$ cat config.mk
export PLATFORM = sky130hd
export DESIGN_NAME = wash_prog_cfg
export DESIGN_NICKNAME = d
export VERILOG_FILES = /design/src/rtl/wash_pkg.sv /design/src/rtl/wash_prog_table.sv /design/src/rtl/wash_prog_cfg.sv
export SDC_FILE = /design/constraint.sdc
export NUM_CORES = 1
export LEC_CHECK = 0
export CAP_MARGIN = 40
export CORE_AREA = 2 2 57 59
export DETAILED_ROUTE_END_ITERATION = 16
export DIE_AREA = 0 0 59 61
export HOLD_SLACK_MARGIN = 0.1
export PLACE_DENSITY = 0.67
export SYNTH_ARGS = -nofsm -noshare
export SYNTH_HDL_FRONTEND = slang
export SYNTH_SLANG_ARGS = --single-unit
$ cat constraint.sdc
create_clock -name cp -period 10.85 [get_ports cp]
set_input_delay 3.255 -clock cp [delete_from_list [all_inputs] [get_ports cp]]
set_output_delay 3.255 -clock cp [all_outputs]
set_load 0.005 [all_outputs]
$ cat src/rtl/wash_pkg.sv
// Shared constants for the washing-machine controller: top-level state codes,
// program indices, per-program phase masks and the configuration FSM states.
package wash_pkg;

    // Top-level machine state codes
    localparam logic [2:0] shutDownST = 3'd0;
    localparam logic [2:0] beginST    = 3'd1;
    localparam logic [2:0] setST      = 3'd2;
    localparam logic [2:0] runST      = 3'd3;
    localparam logic [2:0] errorST    = 3'd4;
    localparam logic [2:0] sleepST    = 3'd5;

    // Program indices (W = wash, R = rinse, D = dry, USE = custom)
    localparam logic [2:0] set_WRD_ST = 3'd0;
    localparam logic [2:0] set_W_ST   = 3'd1;
    localparam logic [2:0] set_WR_ST  = 3'd2;
    localparam logic [2:0] set_R_ST   = 3'd3;
    localparam logic [2:0] set_RD_ST  = 3'd4;
    localparam logic [2:0] set_D_ST   = 3'd5;
    localparam logic [2:0] set_USE_ST = 3'd6;

    // Phase masks, bit order {wash, rinse, dry}
    localparam logic [2:0] MASK_WRD = 3'b111;
    localparam logic [2:0] MASK_W   = 3'b100;
    localparam logic [2:0] MASK_WR  = 3'b110;
    localparam logic [2:0] MASK_R   = 3'b010;
    localparam logic [2:0] MASK_RD  = 3'b011;
    localparam logic [2:0] MASK_D   = 3'b001;
    localparam logic [2:0] MASK_USE = 3'b111;

    // Configuration FSM: selecting, offering to the run controller, handed off
    typedef enum logic [1:0] {
        CFG_SEL  = 2'd0,
        CFG_HOLD = 2'd1,
        CFG_LOCK = 2'd2
    } cfg_fsm_e;

endpackage

$ cat src/rtl/wash_prog_table.sv
// Combinational program-index to phase-mask lookup, shared with the display path.
module wash_prog_table
    import wash_pkg::*;
(
    input  logic [2:0] prog,
    output logic [2:0] phase_mask
);

    // Decode the program index into its {wash, rinse, dry} enables
    always_comb begin
        // NOTE: a default before the case means no path leaves phase_mask unassigned, so no latch.
        phase_mask = 3'b000;
        case (prog)
            set_WRD_ST: phase_mask = MASK_WRD;
            set_W_ST:   phase_mask = MASK_W;
            set_WR_ST:  phase_mask = MASK_WR;
            set_R_ST:   phase_mask = MASK_R;
            set_RD_ST:  phase_mask = MASK_RD;
            set_D_ST:   phase_mask = MASK_D;
            set_USE_ST: phase_mask = MASK_USE;
            default:    phase_mask = 3'b000;
        endcase
    end

endmodule

$ cat src/rtl/wash_prog_cfg.sv
// Program-configuration block: program selection / custom editing while the
// machine is in setST, registered phase times and total duration, and a
// valid/ready hand-off of the confirmed program.
// Optional feature macro: WASH_RINSE_CNT_EN (adjustable rinse count via rinseBtn).
module wash_prog_cfg
    import wash_pkg::*;
#(
    parameter int TIME_W    = 3,
    parameter int MIN_TIME  = 1,
    parameter int MAX_TIME  = 7,
    parameter int DEF_TIME  = 3,
    parameter int RINSE_T   = 4,
    parameter int DRY_T     = 5,
    parameter int RINSE_MAX = 3
) (
    input  logic              cp,
    input  logic              rst,
    input  logic [2:0]        state,
    input  logic              click,
    input  logic              waterBtn,
    input  logic              rinseBtn,
    input  logic              confirm,
    output logic [2:0]        prog,
    output logic [2:0]        phase_mask,
    output logic [TIME_W-1:0] wash_time,
    output logic [TIME_W-1:0] rinse_time,
    output logic [TIME_W-1:0] dry_time,
    output logic [1:0]        rinse_cnt,
    output logic [TIME_W+2:0] total_time,
    output logic              sched_valid,
    input  logic              sched_ready
);

    localparam int                TOT_W   = TIME_W + 3;
    localparam logic [TIME_W-1:0] MIN_T   = TIME_W'(MIN_TIME);
    localparam logic [TIME_W-1:0] MAX_T   = TIME_W'(MAX_TIME);
    localparam logic [TIME_W-1:0] DEF_T   = TIME_W'(DEF_TIME);
    localparam logic [TIME_W-1:0] RINSE_C = TIME_W'(RINSE_T);
    localparam logic [TIME_W-1:0] DRY_C   = TIME_W'(DRY_T);
    localparam logic [TOT_W-1:0]  TOT_RST = TOT_W'(DEF_TIME + RINSE_T + DRY_T);

    cfg_fsm_e          fsm;
    logic [TIME_W-1:0] wash_set;
    logic [TIME_W-1:0] wash_inc;
    logic [TIME_W-1:0] wash_nxt;
    logic [2:0]        prog_nxt;
    logic [1:0]        rcnt_nxt;
    logic [2:0]        mask_nxt;
    logic [TIME_W-1:0] wash_t_nxt;
    logic [TIME_W-1:0] rinse_t_nxt;
    logic [TIME_W-1:0] dry_t_nxt;
    logic [TOT_W-1:0]  total_nxt;
    logic              edit;
    logic              rinse_hit;
    logic              restart;

    // beginST behaves exactly like rst and outranks every button and the handshake
    assign restart  = rst || (state == beginST);
    // Edit buttons only matter while selecting in setST and not confirming this cycle
    assign edit     = (fsm == CFG_SEL) && (state == setST) && !confirm;
    assign wash_inc = wash_set + TIME_W'(1);

`ifdef WASH_RINSE_CNT_EN
    localparam logic [1:0] RMAX = 2'(RINSE_MAX);
    // rinseBtn only claims priority when it can act, i.e. on the custom program
    assign rinse_hit = rinseBtn && (prog == set_USE_ST);
`else
    logic unused_rinse;
    assign unused_rinse = rinseBtn ^ (RINSE_MAX == 0);
    assign rinse_hit    = 1'b0;
`endif

    // Next program, wash setting and rinse count from the highest-priority button
    always_comb begin
        prog_nxt = prog;
        wash_nxt = wash_set;
        rcnt_nxt = rinse_cnt;
        if (edit) begin
            if (waterBtn) begin
                prog_nxt = set_USE_ST;
                if (wash_set >= MAX_T)
                    wash_nxt = MAX_T;
                else if (wash_inc < MIN_T)
                    wash_nxt = MIN_T;
                else
                    wash_nxt = wash_inc;
            end else if (rinse_hit) begin
`ifdef WASH_RINSE_CNT_EN
                rcnt_nxt = (rinse_cnt >= RMAX) ? 2'd1 : rinse_cnt + 2'd1;
`endif
            end else if (click) begin
                if (prog == set_USE_ST) begin
                    // Leaving the custom program restores its defaults
                    prog_nxt = set_WRD_ST;
                    wash_nxt = DEF_T;
                    rcnt_nxt = 2'd1;
                end else begin
                    prog_nxt = prog + 3'd1;
                end
            end
        end
    end

    wash_prog_table u_table (
        .prog       (prog_nxt),
        .phase_mask (mask_nxt)
    );

    // Phase times and total duration for the next program, computed at full width
    always_comb begin
        wash_t_nxt  = mask_nxt[2] ? wash_nxt : '0;
        rinse_t_nxt = mask_nxt[1] ? RINSE_C  : '0;
        dry_t_nxt   = mask_nxt[0] ? DRY_C    : '0;
        total_nxt   = TOT_W'(wash_t_nxt) + TOT_W'(rinse_t_nxt) * TOT_W'(rcnt_nxt)
                    + TOT_W'(dry_t_nxt);
    end

    // FSM, handshake and registered outputs
    always_ff @(posedge cp) begin
        if (restart) begin
            fsm         <= CFG_SEL;
            sched_valid <= 1'b0;
            prog        <= set_WRD_ST;
            wash_set    <= DEF_T;
            rinse_cnt   <= 2'd1;
            phase_mask  <= MASK_WRD;
            wash_time   <= DEF_T;
            rinse_time  <= RINSE_C;
            dry_time    <= DRY_C;
            total_time  <= TOT_RST;
        end else begin
            // NOTE: non-blocking assignments make every register here see pre-edge values.
            case (fsm)
                CFG_SEL: begin
                    if ((state == setST) && confirm) begin
                        fsm         <= CFG_HOLD;
                        sched_valid <= 1'b1;
                    end
                end
                CFG_HOLD: begin
                    if (sched_valid && sched_ready) begin
                        fsm         <= CFG_LOCK;
                        sched_valid <= 1'b0;
                    end
                end
                default: begin
                    fsm <= fsm;
                end
            endcase
            // Outside editing the next values equal the current ones, so outputs stay frozen
            prog       <= prog_nxt;
            wash_set   <= wash_nxt;
            rinse_cnt  <= rcnt_nxt;
            phase_mask <= mask_nxt;
            wash_time  <= wash_t_nxt;
            rinse_time <= rinse_t_nxt;
            dry_time   <= dry_t_nxt;
            total_time <= total_nxt;
        end
    end

endmodule

==> results by group, run 1 <==
Outcome
  – Run status: finished, final reports clean

Critical path
  – CP Max Fanout: 4
  – R2r endpoint: total_time[4]
  – CP arrival: 6330 ps
  – Worst Path Required: between 10000 and 15000 ps
  – Crit end category: flop
  – Reg2reg setup slack: between 7000 and 8000 ps
  – Crit Path Class: input pin to flop
  – Setup crit start kind: input pin
  – R2R depth: 10
  – FF-to-FF Start: fsm[1]

Layout
  – Diode count: 0
  – Share of cells above drive strength 1: 7.383%
  – Post-Layout Cell Count: around 180
  – Most frequent cells in the layout: clkdlybuf4s50_1 (29), dfxtp_1 (22), nor2_1 (14)
  – Layout Area Growth over Synthesis: 28.57%
  – Fin area: approximately 1500 sq um
  – Final #Nets: 169
  – Commonest non-fill, non-tap cell in the layout: clkdlybuf4s50_1

Synth
  – #FFs+latches synth: 22
  – Avg Synthesized Cell Area: around 9.0 sq um
  – Synth unique cells: 41
  – Syn Inst Count: approximately 130
  – Post-synthesis sequential area ratio: between 30 and 40%
  – Dominant synthesized flop cell: dfxtp_1
  – Post-Syn Area: 1130 sq um
  – Largest cells by area after synthesis: dfxtp_1 (39%), ha_1 (10%), nor2_1 (4.7%), a21oi_1 (4.0%), buf_4 (4.0%)
  – Post-synth ARST share: 0%
  – Top-area cell type share of the netlist area: 38.98%
  – Synth Warn #: 0
  – Number of synthesized flops with an enable pin: 0
  – Post-synth top area cell: dfxtp_1

Power and ir drop
  – Leak pwr: approximately 0.53 nW
  – Pwr/cell area: between 100 and 150 nW/um^2
  – Maximum VDD drop: 0.08440 mV

Placement
  – IO Port Bufs: 29
  – GPL Wtd Cong: 0.7412
  – Area post-placement: ~1400 sq um
  – DP HPWL: around 1800 um
  – Dpl cells: about 180
  – Place WS: around 4400 ps

Timing
  – Period utilization: 56.60%
  – RSZ-0062 raised after global routing: false
  – Fin. Hold Viols: 0
  – Setup TNS: 0 ps
  – Hold Slack: 480.1 ps
  – Final worst slack: around 4700 ps
  – Least-Margin Pin Slew: about 800 ps
  – Finish-stage setup viols: 0
  – Final slew viol count: 0
  – Relative slew slack: between 40% and 50%
  – Final Critical Period: slightly above 6000 ps
  – F_max: between 150 and 200 MHz
  – Clock skew: 11.57 ps

Clock network
  – Worst skew pair latency: roughly 310 ps
  – TritonCTS Buffers: 3
  – Post-CTS setup buffers: 0
  – Quantity of gates resized following cts: 0
  – Clock sinks: 22
  – Clock buffer depth: 2
  – Clock Tree Root: clkbuf_4
  – CTS H-tree depth: 1
  – CTS tree: done
  – Hold buffers post-CTS: 0
  – Clock-pin slew on the worst setup and hold paths: between 100 and 150 ps

Drt
  – WL/cell: about 13 um
  – ANT nets after route: 0
  – DRT iter0 DRCs: 41
  – Detailed Route WL: between 2000 and 2500 um
  – Vias: a little under 1000
  – First drt pass iteration count: 4
  – DRC violations left: 0
  – Post-DR vias/cell: 5.357

Floorplanning
  – Die H: around 61 um
  – Std cell rows: 20
  – Core area: 2953 sq um
  – Io pins: 34
  – Die W: between 50 and 60 um
  – Initial Utilization: between 30% and 40%
  – Die area: approximately 3600 sq um

GRT
  – Grt total ovfl: 0
  – Gr usage total: roughly 14%
  – Largest net degree at the start of global routing: 14
  – Antenna violations before repair: 0
  – Vias in the first global route: between 900 and 1000
  – First-pass GRT wire length: about 3900 um

Hold path
  – Hold Path Cell Cnt: 2
  – Hold Crit Start: rinse_cnt[0]
  – WHS Endpoint: rinse_cnt[0]
  – Worst min path class: flop to flop

Flow run
  – Number of max-cap violations: 0
[cell usage after synthesis, types with 2 or more instances]
library cell	count
nor2_1	14
o22ai_1	2
buf_4	6
clkbuf_1	5
o21ai_0	7
a21oi_1	9
a21boi_0	2
nand2_1	9
dfxtp_1	22
a211o_1	2
ha_1	9
a31oi_1	2
inv_1	3
nor3b_1	3
and2_1	2
nor2b_1	3
nand3_1	2
[where the power goes]
group,internal [W],switching (W),total (W)
registers,0.0000834,0.00000163,0.0000850
logic,0.0000127,0.0000107,0.0000233
clock network,0.0000373,0.0000255,0.0000628
total,0.000133,0.0000378,0.000171
[metal layers]
| layer | global-route usage (%) | routed length, um | up-vias |
|---|---|---|---|
| met3 | 4.264 | 97 | 2 |
| met4 | 1.948 | 10 | 0 |
| met1 | 16.69 | 1060 | 460 |
| met5 | 0 | 0 | - |
| li1 | - | - | 490 |
| met2 | 26.67 | 1163 | 23 |
[logic make-up (layout without fill, tap and decap cells)]
kind of cell / after synthesis / in the layout / share of synthesized area, %
flip-flops: 22 / 22 / 38.98
XOR/XNOR: 2 / 2 / 1.551
AND/OR/NAND/NOR: 42 / 42 / 20.82
adder cells (fa/ha/maj): 9 / 9 / 9.967
buffers and inverters: 15 / 36 / 7.087
other: 1 / 3 / 0.3319
AO/OA/AOI/OAI: 35 / 35 / 21.26
[final cells by class]
class | count | area (sq um)
timing repair buffer | 29 | 290.3
clock inverter | 1 | 30.03
tap | 33 | 41.29
inverter | 3 | 11.26
fill | 300 | 1500
multi-input combinational | 91 | 616.8
sequential | 22 | 440.4
clock buffer | 3 | 22.52
[state kept, by name, indices dropped and copies added, names as in the netlist]
signal	cells
fsm	2
prog	3
rinse_cnt	2
phase_mask	3
total_time	6
wash_set	3
wash_time	3
[worst max path at each step]
stage / start / to / slack (ps) / cells past startpoint
4_1_cts: state[0] / total_time[4] / 4740 / 11
2_1_floorplan: state[0] / total_time[4] / 5200 / 10
3_3_place_gp: state[0] / total_time[4] / 4500 / 11
3_5_place_dp: state[0] / total_time[4] / 4380 / 11
5_1_grt: state[0] / total_time[4] / 4520 / 11
6_report: state[0] / total_time[4] / 4710 / 11
[critical path, cell delays in order]
cell and delay (ps):
clkdlybuf4s50_1 470, or4b_4 570, o41ai_1 520, o32ai_1 230
nor2_1 150, ha_1 240, ha_1 190, ha_1 320
a31oi_1 180, xor2_1 160, nor2_1 50
[stage by stage]
step	power, W	utilization (%)
final	0.0001712	49.19
after global routing	0.0001793	49.19
after CTS	0.0001749	49.19
after detailed placement	0.0001103	47.42
after global placement	0.0001096	47.42
after floorplan	0.00009987	-
(Power assumes the default switching activity.)
==> run 2, diff against run 1 <==
--- a/config.mk
+++ b/config.mk
@@ -10,7 +10,7 @@
 export DETAILED_ROUTE_END_ITERATION = 16
 export DIE_AREA = 0 0 59 61
 export HOLD_SLACK_MARGIN = 0.1
-export PLACE_DENSITY = 0.67
+export PLACE_DENSITY = 0.69
 export SYNTH_ARGS = -nofsm -noshare
 export SYNTH_HDL_FRONTEND = slang
 export SYNTH_SLANG_ARGS = --single-unit
==> constraint.sdc (replaced) <==
create_clock -name cp -period 5.1 [get_ports cp]
set_input_delay 1.53 -clock cp [delete_from_list [all_inputs] [get_ports cp]]
set_output_delay 1.53 -clock cp [all_outputs]
set_load 0.005 [all_outputs]
==> run 2 against run 1 <==
  * Routed wire length rose by 3.6%
  * Non-clock buffer count grew 2
  * Clock skew fell by 4.6 ps
  * Critical path depth stayed put
  * First-iteration DRC count rose by 68%
  * Total power is 92% higher
  * Flip-flop and latch count stayed put
  * Critical path type unchanged
  * Highest routed layer unchanged
==> results by group, run 2 (synthesis results as in run 1) <==
GRT
  – First-pass GRT wire length: 4160 um
  – Vias in the first global route: 959
  – Largest net degree at the start of global routing: 14
  – Gr usage total: 15.21%
  – Grt total ovfl: 0
  – Antenna violations before repair: 0

Floorplanning
  – Std cell rows: 20
  – Core area: between 2000 and 3000 sq um
  – Io pins: 34
  – Die H: ~61 um
  – Initial Utilization: approximately two fifths
  – Die W: a little under 60 um
  – Die area: between 3000 and 4000 sq um

Timing
  – Least-Margin Pin Slew: 779.6 ps
  – Setup TNS: 0 ps
  – RSZ-0062 raised after global routing: false
  – Period utilization: between 80% and 90%
  – Relative slew slack: roughly 48%
  – Final worst slack: 710.3 ps
  – Clock skew: ~7.0 ps
  – Final slew viol count: 0
  – Finish-stage setup viols: 0
  – F_max: between 200 and 250 MHz
  – Fin. Hold Viols: 0
  – Final Critical Period: 4390 ps

Critical path
  – Kind of cell adding the most delay to the critical path: compound AO/OA/AOI/OAI gates
  – R2r endpoint: total_time[4]
  – FF-to-FF Start: fsm[1]
  – CP arrival: ~4600 ps
  – WP buf/inv: 1
  – Crit Path Class: input pin to flop
  – Crit path launch: state[0]
  – Setup crit start kind: input pin
  – CP Max Fanout: 4
  – Critical path's largest stage delay: about 570 ps
  – CP max-delay cell: or4b_4
  – Cell depth of the worst setup path: 11
  – Crit end category: flop
  – Cell Chain, Critical Path: clkdlybuf4s50_1 -> or4b_4 -> o41ai_1 -> o32ai_1 -> nor2_1 -> ha_1 -> ha_1 -> ha_1 -> a31oi_1 -> xor2_1 -> nor2_1
  – R2R depth: 10
  – Crit path to: total_time[4]
  – Worst Path Required: between 5000 and 6000 ps
  – Most common cell on crit path: ha_1
  – Reg2reg setup slack: 2030 ps

Clock network
  – CTS H-tree depth: 1
  – Quantity of gates resized following cts: 0
  – Hold buffers post-CTS: 0
  – Post-CTS setup buffers: 0
  – Clock-pin slew on the worst setup and hold paths: about 120 ps
  – Clock Tree Root: clkbuf_4
  – TritonCTS Buffers: 3
  – Clock buffer depth: 2
  – CTS tree: done
  – Worst skew pair latency: ~300 ps
  – Clock sinks: 22

Power and ir drop
  – Pwr/cell area: around 230 nW/um^2
  – Leak pwr: roughly 0.53 nW
  – Maximum VDD drop: around 0.15 mV

Placement
  – Place WS: 386.7 ps
  – IO Port Bufs: 29
  – Dpl cells: 180
  – GPL Wtd Cong: between 0.7 and 0.8
  – DP HPWL: approximately 1800 um

Hold path
  – Worst min path class: flop to flop

Layout
  – Most flops, register: total_time
  – Diode count: 0
  – Number of flip-flops in the largest register: 6
  – Post-Layout Cell Count: between 150 and 200
  – Final #Nets: between 150 and 200
  – Layout Area Growth over Synthesis: 28.46%
  – Most frequent cells in the layout: clkdlybuf4s50_1 (29), dfxtp_1 (22), nor2_1 (14)
  – Fill cells: 308
  – Commonest non-fill, non-tap cell in the layout: clkdlybuf4s50_1
  – Share of cells above drive strength 1: 8.609%

Drt
  – Vias: 993
  – ANT nets after route: 0
  – DRT iter0 DRCs: slightly below 70
  – Post-DR vias/cell: between 5 and 6
  – DRC violations left: 0
  – WL/cell: 13.14 um
  – First drt pass iteration count: 6
  – Detailed Route WL: about 2400 um

Flow run
  – Number of max-cap violations: 0

Outcome
  – Run status: finished, final reports clean
==> run 2: where the power goes <==
part / internal [W] / total [W] / switching [W]
Clock: 0.0000435 / 0.0000959 / 0.0000524
Sequential: 0.000177 / 0.000181 / 0.00000364
Combinational: 0.0000276 / 0.0000509 / 0.0000233
Total: 0.000249 / 0.000328 / 0.0000793
==> run 2: routing by layer <==
layer / wire length, um / GRT usage, % / vias to the layer above / share of wire (%)
li1: - / - / 494 / -
met3: 75 / 2.559 / 2 / 3.1
met2: 1186 / 25.56 / 19 / 49
met4: 27 / 7.143 / 0 / 1.1
met1: 1127 / 19.04 / 478 / 47
met5: 0 / 0 / - / 0
==> run 2: worst reg2reg max path: cells and delay by family, from the launching register on <==
family                   cells  cell delay [ps]
flip-flops                   1              370
AND/OR/NAND/NOR              3              780
XOR/XNOR                     1              180
AO/OA/AOI/OAI                3              870
adder cells (fa/ha/maj)      3              750
==> run 2: cell type report <==
| type | instances | area (sq um) | area share [%] |
|---|---|---|---|
| Multi-Input combinational cell | 91 | 616.8 | 42.50 |
| Sequential cell | 22 | 440.4 | 30.34 |
| Timing Repair Buffer | 31 | 305.3 | 21.03 |
| Tap cell | 33 | 41.29 | 2.845 |
| Clock buffer | 4 | 36.28 | 2.500 |
| Inverter | 3 | 11.26 | 0.7759 |
==> run 2: through the flow <==
step / power (W) / area, sq um / hold slack, ps / util, %
finish: 0.0003279 / 1451 / 507.6 / 49.15
global route: 0.0003455 / 1451 / 543.5 / 49.15
CTS: 0.0003330 / 1451 / 504.5 / 49.15
detailed placement: 0.0002358 / 1415 / 480.6 / 47.92
global placement: 0.0002341 / 1415 / 458.4 / 47.92
floorplan: 0.0002125 / 1137 / 446.3 / -
==> run 2: worst min-delay path by stage <==
stage,startpoint,to,slack (ps),cells after the start
6_report,rinse_cnt[1],rinse_cnt[1],510,2
5_1_grt,rinse_cnt[1],rinse_cnt[1],540,2
4_1_cts,rinse_cnt[1],rinse_cnt[1],500,2
3_5_place_dp,rinse_cnt[0],rinse_cnt[0],480,2
3_3_place_gp,rinse_cnt[0],rinse_cnt[0],460,2
2_1_floorplan,rinse_cnt[0],rinse_cnt[0],450,2
